### config.mk
export PLATFORM = sky130hd
export DESIGN_NAME = fll_ctrl_gen2_flat
export DESIGN_NICKNAME = d
export VERILOG_FILES = /design/src/rtl/fll_ctrl_gen2_if.sv /design/src/rtl/fll_ctrl_gen2.sv /design/src/flat_wrapper.sv
export SDC_FILE = /design/constraint.sdc
export NUM_CORES = 1
export LEC_CHECK = 0
export CAP_MARGIN = 20
export CORE_MARGIN = 8
export CORE_UTILIZATION = 35
export CTS_BUF_LIST = sky130_fd_sc_hd__clkbuf_8
export CTS_CLUSTER_SIZE = 20
export DETAILED_ROUTE_END_ITERATION = 12
export GPL_TIMING_DRIVEN = 0
export HOLD_SLACK_MARGIN = 0.02
export PLACE_DENSITY = 0.63
export SLEW_MARGIN = 20
export SYNTH_ARGS = -nofsm -noshare
export SYNTH_HDL_FRONTEND = slang
export SYNTH_SLANG_ARGS = --single-unit
### constraint.sdc
create_clock -name clk -period 4.3 [get_ports clk]
set_input_delay 1.075 -clock clk [delete_from_list [all_inputs] [get_ports clk]]
set_output_delay 1.075 -clock clk [all_outputs]
set_load 0.02 [all_outputs]
### src/rtl/fll_ctrl_gen2_if.sv
// Control/status bundle between the FLL controller and its host:
// loop config, override values, VCO edge input and the DAC/corner/lock outputs.
interface fll_ctrl_gen2_if #(
   parameter int DAC_W    = 10,
   parameter int CORNER_W = 3,
   parameter int CNT_W    = 12
);
   logic                enable;
   logic                vco_edge;
   logic [CNT_W-1:0]    ref_time;
   logic [CNT_W-1:0]    upper;
   logic [CNT_W-1:0]    lower;
   logic                ovr_en;
   logic [DAC_W-1:0]    ovr_dac;
   logic [CORNER_W-1:0] ovr_corner;
   logic [DAC_W-1:0]    dac;
   logic [CORNER_W-1:0] corner;
   logic                lock;
   logic                rail;
   logic [CNT_W-1:0]    count_out;
   logic                count_valid;

   modport master (
      output enable, vco_edge, ref_time, upper, lower, ovr_en, ovr_dac, ovr_corner,
      input  dac, corner, lock, rail, count_out, count_valid
   );
   modport slave (
      input  enable, vco_edge, ref_time, upper, lower, ovr_en, ovr_dac, ovr_corner,
      output dac, corner, lock, rail, count_out, count_valid
   );
endinterface

### src/rtl/fll_ctrl_gen2.sv
// FLL controller: counts VCO edges per reference window, SAR coarse search on the DAC,
// then +/-1 tracking with automatic corner stepping and hysteretic lock.
module fll_ctrl_gen2 #(
   parameter int DAC_W    = 10,
   parameter int CORNER_W = 3,
   parameter int CNT_W    = 12,
   parameter int LOCK_N   = 4,
   parameter int UNLOCK_N = 2,
   parameter int SETTLE   = 4
) (
   input  logic              clk,
   input  logic              reset,
   fll_ctrl_gen2_if.slave    bus
);
   localparam int IW = (DAC_W > 1) ? $clog2(DAC_W) : 1;
   localparam int LW = $clog2(LOCK_N + 1);
   localparam int UW = $clog2(UNLOCK_N + 1);
   localparam logic [DAC_W-1:0]    DAC_MID    = {1'b1, {(DAC_W-1){1'b0}}};
   localparam logic [DAC_W-1:0]    DAC_MAX    = {DAC_W{1'b1}};
   localparam logic [CORNER_W-1:0] CORNER_MID = {1'b1, {(CORNER_W-1){1'b0}}};
   localparam logic [CORNER_W-1:0] CORNER_MAX = {CORNER_W{1'b1}};
   localparam logic [CNT_W-1:0]    CNT_MAX    = {CNT_W{1'b1}};
   localparam logic [CNT_W-1:0]    SETTLE_LD  = CNT_W'(SETTLE - 1);
   localparam logic [LW-1:0]       LOCK_C     = LW'(LOCK_N);
   localparam logic [UW-1:0]       UNLOCK_C   = UW'(UNLOCK_N);

   typedef enum logic [1:0] {S_IDLE, S_SETTLE, S_MEASURE, S_EVAL} state_t;

   state_t              state_q, state_d;
   logic                search_q, search_d;
   logic [IW-1:0]       bit_idx_q, bit_idx_d;
   logic [CNT_W-1:0]    timer_q, timer_d;
   logic [CNT_W-1:0]    count_q, count_d;
   logic [DAC_W-1:0]    dac_q, dac_d;
   logic [CORNER_W-1:0] corner_q, corner_d;
   logic                lock_q, lock_d;
   logic                rail_q, rail_d;
   logic [CNT_W-1:0]    count_out_q, count_out_d;
   logic                count_valid_q, count_valid_d;
   logic [LW-1:0]       in_cnt_q, in_cnt_d, in_nxt;
   logic [UW-1:0]       out_cnt_q, out_cnt_d, out_nxt;
   logic [IW-1:0]       idx_m1;
   logic                fast, slow, restart;

   assign idx_m1 = bit_idx_q - 1'b1;

   always_comb begin
      state_d       = state_q;
      search_d      = search_q;
      bit_idx_d     = bit_idx_q;
      timer_d       = timer_q;
      count_d       = count_q;
      dac_d         = dac_q;
      corner_d      = corner_q;
      lock_d        = lock_q;
      rail_d        = rail_q;
      count_out_d   = count_out_q;
      count_valid_d = 1'b0;
      in_cnt_d      = in_cnt_q;
      out_cnt_d     = out_cnt_q;
      restart       = 1'b0;
      // upper < lower is legal config: fast wins
      fast    = count_q > bus.upper;
      slow    = !fast && (count_q < bus.lower);
      in_nxt  = (in_cnt_q == LOCK_C) ? in_cnt_q : in_cnt_q + 1'b1;
      out_nxt = (out_cnt_q == UNLOCK_C) ? out_cnt_q : out_cnt_q + 1'b1;

      if (bus.ovr_en) begin
         state_d   = S_IDLE;
         dac_d     = bus.ovr_dac;
         corner_d  = bus.ovr_corner;
         lock_d    = 1'b0;
         in_cnt_d  = '0;
         out_cnt_d = '0;
      end else if (!bus.enable) begin
         // window in flight is dropped; dac/corner hold
         state_d   = S_IDLE;
         lock_d    = 1'b0;
         in_cnt_d  = '0;
         out_cnt_d = '0;
      end else begin
         case (state_q)
            S_IDLE: begin
               state_d = S_SETTLE;
               timer_d = SETTLE_LD;
               restart = 1'b1;
            end
            S_SETTLE: begin
               if (timer_q == '0) begin
                  state_d = S_MEASURE;
                  timer_d = (bus.ref_time == '0) ? '0 : bus.ref_time - 1'b1;
                  count_d = '0;
               end else begin
                  timer_d = timer_q - 1'b1;
               end
            end
            S_MEASURE: begin
               if (bus.vco_edge && count_q != CNT_MAX) count_d = count_q + 1'b1;
               if (timer_q == '0) state_d = S_EVAL;
               else               timer_d = timer_q - 1'b1;
            end
            S_EVAL: begin
               state_d       = S_SETTLE;
               timer_d       = SETTLE_LD;
               count_out_d   = count_q;
               count_valid_d = 1'b1;
               if (search_q) begin
                  if (fast) dac_d[bit_idx_q] = 1'b0;
                  if (bit_idx_q != '0) begin
                     dac_d[idx_m1] = 1'b1;
                     bit_idx_d     = idx_m1;
                  end else begin
                     search_d = 1'b0;
                  end
               end else begin
                  rail_d = 1'b0;
                  if (!fast && !slow) begin
                     in_cnt_d  = in_nxt;
                     out_cnt_d = '0;
                     if (in_nxt == LOCK_C) lock_d = 1'b1;
                  end else begin
                     out_cnt_d = out_nxt;
                     in_cnt_d  = '0;
                     if (out_nxt == UNLOCK_C) lock_d = 1'b0;
                  end
                  if (fast) begin
                     if (dac_q != '0)           dac_d = dac_q - 1'b1;
                     else if (corner_q != '0) begin
                        corner_d = corner_q - 1'b1;
                        restart  = 1'b1;
                     end else                   rail_d = 1'b1;
                  end else if (slow) begin
                     if (dac_q != DAC_MAX)      dac_d = dac_q + 1'b1;
                     else if (corner_q != CORNER_MAX) begin
                        corner_d = corner_q + 1'b1;
                        restart  = 1'b1;
                     end else                   rail_d = 1'b1;
                  end
               end
            end
            default: state_d = S_IDLE;
         endcase
         if (restart) begin
            search_d  = 1'b1;
            bit_idx_d = IW'(DAC_W - 1);
            dac_d     = DAC_MID;
            lock_d    = 1'b0;
            in_cnt_d  = '0;
            out_cnt_d = '0;
         end
      end
   end

   always_ff @(posedge clk) begin
      if (!reset) begin
         state_q       <= S_IDLE;
         search_q      <= 1'b1;
         bit_idx_q     <= IW'(DAC_W - 1);
         timer_q       <= '0;
         count_q       <= '0;
         dac_q         <= DAC_MID;
         corner_q      <= CORNER_MID;
         lock_q        <= 1'b0;
         rail_q        <= 1'b0;
         count_out_q   <= '0;
         count_valid_q <= 1'b0;
         in_cnt_q      <= '0;
         out_cnt_q     <= '0;
      end else begin
         state_q       <= state_d;
         search_q      <= search_d;
         bit_idx_q     <= bit_idx_d;
         timer_q       <= timer_d;
         count_q       <= count_d;
         dac_q         <= dac_d;
         corner_q      <= corner_d;
         lock_q        <= lock_d;
         rail_q        <= rail_d;
         count_out_q   <= count_out_d;
         count_valid_q <= count_valid_d;
         in_cnt_q      <= in_cnt_d;
         out_cnt_q     <= out_cnt_d;
      end
   end

   assign bus.dac         = dac_q;
   assign bus.corner      = corner_q;
   assign bus.lock        = lock_q;
   assign bus.rail        = rail_q;
   assign bus.count_out   = count_out_q;
   assign bus.count_valid = count_valid_q;
endmodule
### src/flat_wrapper.sv
// flat-port wrapper written by rule: the top's interface ports become plain ports
module fll_ctrl_gen2_flat 
#(
   parameter int DAC_W    = 10,
   parameter int CORNER_W = 3,
   parameter int CNT_W    = 12,
   parameter int LOCK_N   = 4,
   parameter int UNLOCK_N = 2,
   parameter int SETTLE   = 4
)
  (clk, reset, bus_enable, bus_vco_edge, bus_ref_time, bus_upper, bus_lower, bus_ovr_en, bus_ovr_dac, bus_ovr_corner, bus_dac, bus_corner, bus_lock, bus_rail, bus_count_out, bus_count_valid);
  fll_ctrl_gen2_if #(.DAC_W(DAC_W), .CORNER_W(CORNER_W), .CNT_W(CNT_W)) bus_i ();
  input  logic clk;
  input  logic reset;
  input wire logic [$bits(bus_i.enable)-1:0] bus_enable;
  input wire logic [$bits(bus_i.vco_edge)-1:0] bus_vco_edge;
  input wire logic [$bits(bus_i.ref_time)-1:0] bus_ref_time;
  input wire logic [$bits(bus_i.upper)-1:0] bus_upper;
  input wire logic [$bits(bus_i.lower)-1:0] bus_lower;
  input wire logic [$bits(bus_i.ovr_en)-1:0] bus_ovr_en;
  input wire logic [$bits(bus_i.ovr_dac)-1:0] bus_ovr_dac;
  input wire logic [$bits(bus_i.ovr_corner)-1:0] bus_ovr_corner;
  output wire logic [$bits(bus_i.dac)-1:0] bus_dac;
  output wire logic [$bits(bus_i.corner)-1:0] bus_corner;
  output wire logic [$bits(bus_i.lock)-1:0] bus_lock;
  output wire logic [$bits(bus_i.rail)-1:0] bus_rail;
  output wire logic [$bits(bus_i.count_out)-1:0] bus_count_out;
  output wire logic [$bits(bus_i.count_valid)-1:0] bus_count_valid;
  assign bus_i.enable = bus_enable;
  assign bus_i.vco_edge = bus_vco_edge;
  assign bus_i.ref_time = bus_ref_time;
  assign bus_i.upper = bus_upper;
  assign bus_i.lower = bus_lower;
  assign bus_i.ovr_en = bus_ovr_en;
  assign bus_i.ovr_dac = bus_ovr_dac;
  assign bus_i.ovr_corner = bus_ovr_corner;
  assign bus_dac = bus_i.dac;
  assign bus_corner = bus_i.corner;
  assign bus_lock = bus_i.lock;
  assign bus_rail = bus_i.rail;
  assign bus_count_out = bus_i.count_out;
  assign bus_count_valid = bus_i.count_valid;
  fll_ctrl_gen2 #(.DAC_W(DAC_W), .CORNER_W(CORNER_W), .CNT_W(CNT_W), .LOCK_N(LOCK_N), .UNLOCK_N(UNLOCK_N), .SETTLE(SETTLE)) u_core (.clk(clk), .reset(reset), .bus(bus_i));
endmodule
* Word level (Yosys, flattened, before mapping)
Cells that the tools add are included.
Storage, ports and cells: register bits 64, input port bits 54, output and inout bits 28, logic and storage cells 166
Cells by class: add/subtract/negate cells 10, $lt $le $gt $ge 6, equality and inequality tests 20, mux-type cells 71, bitwise gates (word level) 7, reductions and logical operators 39
Operators by type and width (count):
- $mux 10 | 15
- $mux 12 | 5
- $mux 3 | 12
- $pmux 12 s3 | 1
- $mux 1 | 25
- $logic_not 12->1 | 2
- $pmux 12 s2 | 1
- $sub 12x1->12 const B | 2
- $mux 4 | 4
- $reduce_and 5->1 | 3
- $reduce_bool 2->1 | 7
- $add 12x1->12 const B | 1
- $gt 12x12->1 | 1
- $lt 12x12->1 | 1
- $ne 12x12->1 const B | 1
- $reduce_bool 3->1 | 4
- $add 10x1->10 const B | 1
- $and 10x10->10 | 1
- $lt 4x5->1 const B | 2
- $ne 10x10->1 const B | 1
- $not 10->10 | 1
- $or 10x10->10 | 1
- $reduce_bool 10->1 | 1
- $reduce_bool 5->1 | 2
- 30 further kinds | 58

* Depth between registers and ports, before layout
Gate-level depths: netlist (run 1).
word-level depth 18, gate-level depth with buffers 18

* Worst setup path before layout (run 1)
No wires, ideal clock.
path type input-to-reg, start point input port bus_upper[3], end point register u_core.dac_q[9], in the netlist u_core.bus.dac[9], arrival 4588 ps, setup slack -375 ps, stages on the path 18, buffers on the path 1, cell sequence inv_1 -> ha_1 -> nand2_1 -> o21bai_1 -> a211o_1 -> a21o_1 -> inv_1 -> buf_1 -> ha_1 -> a21oi_1 -> o211ai_1 -> o41ai_1 -> o21ai_0 -> xnor2_1 -> o21ai_0 -> nand2_1 -> nor4b_1 -> o31ai_1
On the way: longest elaborated chain between the ends 13, elaborated cells between the ends (all ways) 27
RTL lines:
- start, declared | line flat_wrapper.sv:18 | input wire logic [$bits(bus_i.upper)-1:0] bus_upper;
- $gt 12x12->1 * | line fll_ctrl_gen2.sv:63 | fast = count_q > bus.upper;
- $mux 10 | line fll_ctrl_gen2.sv:108 | if (fast) dac_d[bit_idx_q] = 1'b0;
- $mux 10 | line fll_ctrl_gen2.sv:107 | if (search_q) begin
- $mux 10 | line fll_ctrl_gen2.sv:82 | case (state_q)
- $mux 10 | line fll_ctrl_gen2.sv:75 | end else if (!bus.enable) begin
- $mux 10 | line fll_ctrl_gen2.sv:68 | if (bus.ovr_en) begin
- $or 10x10->10 (no line)
- $mux 10 | line fll_ctrl_gen2.sv:109 | if (bit_idx_q != '0) begin
- $mux 10 | line fll_ctrl_gen2.sv:107
- $mux 10 | line fll_ctrl_gen2.sv:82
- $mux 10 | line fll_ctrl_gen2.sv:143 | if (restart) begin
- $mux 10 | line fll_ctrl_gen2.sv:75
- $mux 10 | line fll_ctrl_gen2.sv:68
- end signal, assigned | line fll_ctrl_gen2.sv:161 | dac_q <= DAC_MID;
- end signal, assigned | line fll_ctrl_gen2.sv:175 | dac_q <= dac_d;
- end, declared | line fll_ctrl_gen2.sv:34 | logic [DAC_W-1:0] dac_q, dac_d;
Mark *: on every way between the ends. The rest lies on a longest branch, timed or not. The select of a mux whose other input is x is not followed. A chain may end at the register's enable or synchronous reset.

* Worst setup path in the final report (run 1)
start point input port bus_upper[0], end point register u_core.dac_q[9], in the netlist u_core.bus.dac[9]
The elaborated chain is that of the path after synthesis.

==> results.sh, run 1 <==
export IMPL_rows=43
export IMPL_cts_sinks=64
export IMPL_netlist_top_cells_area="dfxtp_1 27%, ha_1 12%, nand2_1 5.9%"
export IMPL_reg2reg_slack_ns=0.70
export IMPL_syn_area_um2=4812
export IMPL_hold_depth=2
export IMPL_critical_path_cell_chain="clkdlybuf4s50_1, ha_1, nor2b_4, o21bai_1, a211o_1, a21o_4, inv_4, buf_12, buf_4, ha_4, nand3_1, o211ai_1, o41ai_2, o21ai_2, buf_4, a211oi_2, nor4b_4, o31ai_1"
export IMPL_synth_edf_count=0
export IMPL_dieArea_um2=17760
export IMPL_max_cap_violations=0
export IMPL_synth_seq_cells=64
export IMPL_die_h_um=133.3
export IMPL_start_util=0.3521
export IMPL_syn2layout_area_growth_pct=33.31
export IMPL_p_leak_nw=2.524
export IMPL_fin_worst_skew_ns=0.01275
export IMPL_cpMostUsedCell="buf_4"
export IMPL_post_route_util=0.4694
export IMPL_worstPathMaxFanout=8
export IMPL_cts_buffer_depth=2
export IMPL_finalPower_w=0.001485
export IMPL_synth_area_per_cell_um2=7.531
export IMPL_numCtsBuffers=9
export IMPL_setup_tns_ns=0
export IMPL_setup_violations=0
export IMPL_port_buffers=79
export IMPL_routedWlPerCell_um=16.10
export IMPL_final_nets=841
export IMPL_status="complete, no violations"
export IMPL_yosys_area_share_xor_xnor=0.04732
export IMPL_ios=82
export IMPL_place_congestion=0.8855
export IMPL_worstPathArrival_ns=4.39
export IMPL_synth_compound_area_frac=0.2291
export IMPL_crit_slowest_cell="clkdlybuf4s50_1"
export IMPL_yosys_top_cells_count="76 x nand2_1, 65 x nor2_1, 64 x dfxtp_1, 52 x a21oi_1, 50 x inv_1"
export IMPL_grt_pass1_wl_mm=24.19
export IMPL_r2r_cells=17
export IMPL_endpoint_kind="flip-flop"
export IMPL_insertion_delay_ns=0.35
export IMPL_max_stage_delay_ns=0.41
export IMPL_grt_pass1_vias=5053
export IMPL_synth_top_family_by_area="simple AND/OR/NAND/NOR gates"
export IMPL_synth_simple_area_share=0.2431
export IMPL_vdd_drop_max_mv=0.1708
export IMPL_dieWidth_um=133.3
export IMPL_antenna_found_initial=0
export IMPL_hold_class="flip-flop to flip-flop"
export IMPL_drtIter0Drc=387
export IMPL_relSlewSlack=0.5226
export IMPL_syn_nets=742
export IMPL_startpoint="bus_upper[0]"
export IMPL_drtPass1Iterations=5
export IMPL_synth_most_common_cell="nand2_1"
export IMPL_post_route_worst_setup_slack_ns=0.1749
export IMPL_diodes=0
export IMPL_dp_hpwl_mm=11.22
export IMPL_period_share=0.9593
export IMPL_root_buffer="clkbuf_8"
export IMPL_num_vias=5088
export IMPL_hold_viol_final=0
export IMPL_final_max_slew_viol_count=0
export IMPL_timing_rr_start="u_core.count_q[7]$_SDFFE_PN0P_"
export IMPL_worstPathRequired_ns=4.57
export IMPL_cts_htree_levels=3
export IMPL_synthMuxAreaShare=0.02548
export IMPL_synth_cell_type_count=64
export IMPL_grtUsageTotal=0.1636
export IMPL_cp_start_kind="input pin"
export IMPL_cts_tree="built"
export IMPL_wl_mm=14.86
export IMPL_via_per_inst=5.512
export IMPL_worstMarginPinSlew_ns=0.7114
export IMPL_clkTransAtPathRegs_ns=0.08
export IMPL_grt_max_degree=13
export IMPL_synth_adder_area_share=0.1305
export IMPL_drive_gt1_frac=0.1104
export IMPL_async_reset_ff_frac=0
export IMPL_power_density_nw_per_um2=231.5
export IMPL_layout_min_cycle_time_ns=4.125
export IMPL_syn_inst=639
export IMPL_ys_warn_count=0
export IMPL_synth_top_cell_area_share=0.2663
export IMPL_overflow=0
export IMPL_fmax_ghz=0.2424
export IMPL_final_antenna_net_count=0
export IMPL_drc=0
export IMPL_fill_cells=1396
export IMPL_crit_type="input pin to flip-flop"
export IMPL_rsz0062_at_grt="false"
export IMPL_synth_ff_type="dfxtp_1"
export IMPL_core_um2=13670
export IMPL_ys_seq_area_frac=0.2663
export IMPL_dp_slack_ns=-1.095
export IMPL_synth_top_cell_by_area="dfxtp_1"
export IMPL_worst_hold_startpoint="u_core.out_cnt_q[1]$_SDFFE_PP0P_"
cell families (layout without fill, tap and decap cells):
kind of cell | Yosys count | after routing
adder cells (fa/ha/maj) | 49 | 49
AO/OA/AOI/OAI | 172 | 172
buffers and inverters | 74 | 178
XOR/XNOR | 26 | 26
flip-flops | 64 | 64
AND/OR/NAND/NOR | 242 | 242
multiplexers | 12 | 12
placed cells by master, fill, tap and decap left out, types with 11 or more instances in the layout:
| master | n |
|---|---|
| xor2_1 | 11 |
| ha_4 | 14 |
| o21ai_0 | 30 |
| inv_1 | 39 |
| dlymetal6s2s_1 | 11 |
| nand3_1 | 14 |
| a21oi_1 | 47 |
| dfxtp_1 | 64 |
| nor3_1 | 18 |
| clkdlybuf4s50_1 | 68 |
| nor2_1 | 65 |
| ha_1 | 33 |
| clkbuf_1 | 21 |
| xnor2_1 | 15 |
| or3_1 | 12 |
| nand2_1 | 75 |
metal layers:
metal  vias to the layer above  global-route usage  share of wire
met1                      2398              0.1970           0.43
met5                         -                   0              0
met4                         0             0.05739          0.020
met3                        21             0.03652          0.069
met2                       184              0.2795           0.49
li1                       2485                   -              -
state kept, by name (all words and copies together), names as in the netlist:
| name | flops |
|---|---|
| u_core.bus.count_out | 12 |
| u_core.count_q | 12 |
| u_core.bus.dac | 10 |
| u_core.bit_idx_q | 4 |
| u_core.bus.lock | 1 |
| u_core.bus.rail | 1 |
| u_core.in_cnt_q | 3 |
| u_core.search_q | 1 |
| u_core.bus.corner | 3 |
| u_core.state_q | 2 |
| u_core.bus.count_valid | 1 |
| u_core.timer_q | 12 |
| u_core.out_cnt_q | 2 |
final cells by class:
cell class | instances | area (um^2) | share of cell area
multi-input combinational | 501 | 3518 | 0.5485
sequential | 64 | 1281 | 0.1997
timing repair buffer | 88 | 885.9 | 0.1381
tap | 180 | 225.2 | 0.03511
inverter | 50 | 190.2 | 0.02965
clock buffer | 10 | 137.6 | 0.02146
buffer | 24 | 108.9 | 0.01697
clock inverter | 6 | 67.56 | 0.01053
critical path, delay by kind of cell:
family,cells,cell delay (ns)
buffers and inverters,5,0.89
and+or+nand+nor,3,0.25
AOI/OAI and AO/OA,8,1.73
adders and majority gates,2,0.43
worst paths after layout:
kind	end
worst max register to register	u_core.bus.dac[9]$_SDFFE_PN1P_
worst min register to register	u_core.out_cnt_q[1]$_SDFFE_PP0P_
worst min-delay path	u_core.out_cnt_q[1]$_SDFFE_PP0P_
worst max-delay path	u_core.bus.dac[9]$_SDFFE_PN1P_
per-stage QoR:
| step | hold WS, ns | cell area, um^2 | std cells |
|---|---|---|---|
| floorplan | 0.4363 | 4823 | 639 |
| global placement | 0.4424 | 5839 | 898 |
| detailed placement | 0.4508 | 5839 | 898 |
| CTS | 0.4617 | 6227 | 919 |
| global route | 0.4823 | 6415 | 923 |
| finish | 0.4596 | 6415 | 923 |
power breakdown:
part	internal, W	switching [W]
sequential	0.000607	0.0000275
combinational	0.000144	0.000161
clock	0.000285	0.000261
total	0.00104	0.000449
repair_timing:
item,4_1_cts,5_1_grt
gates resized for setup,27,37
hold buffers,0,0
pin swaps,14,24
endpoints found under the hold margin,0,0
endpoints found under the setup margin,6,4
cloned,0,0
buffers inserted,5,4
No activity file was read; power rests on OpenSTA's default activity.
==> run 2, diff against run 1 <==
Settings changed: SKIP_LAST_GASP set to 1.
==> results of run 2 <==
Same layout as run 1: the final DEF is identical, and so are final timing and power.
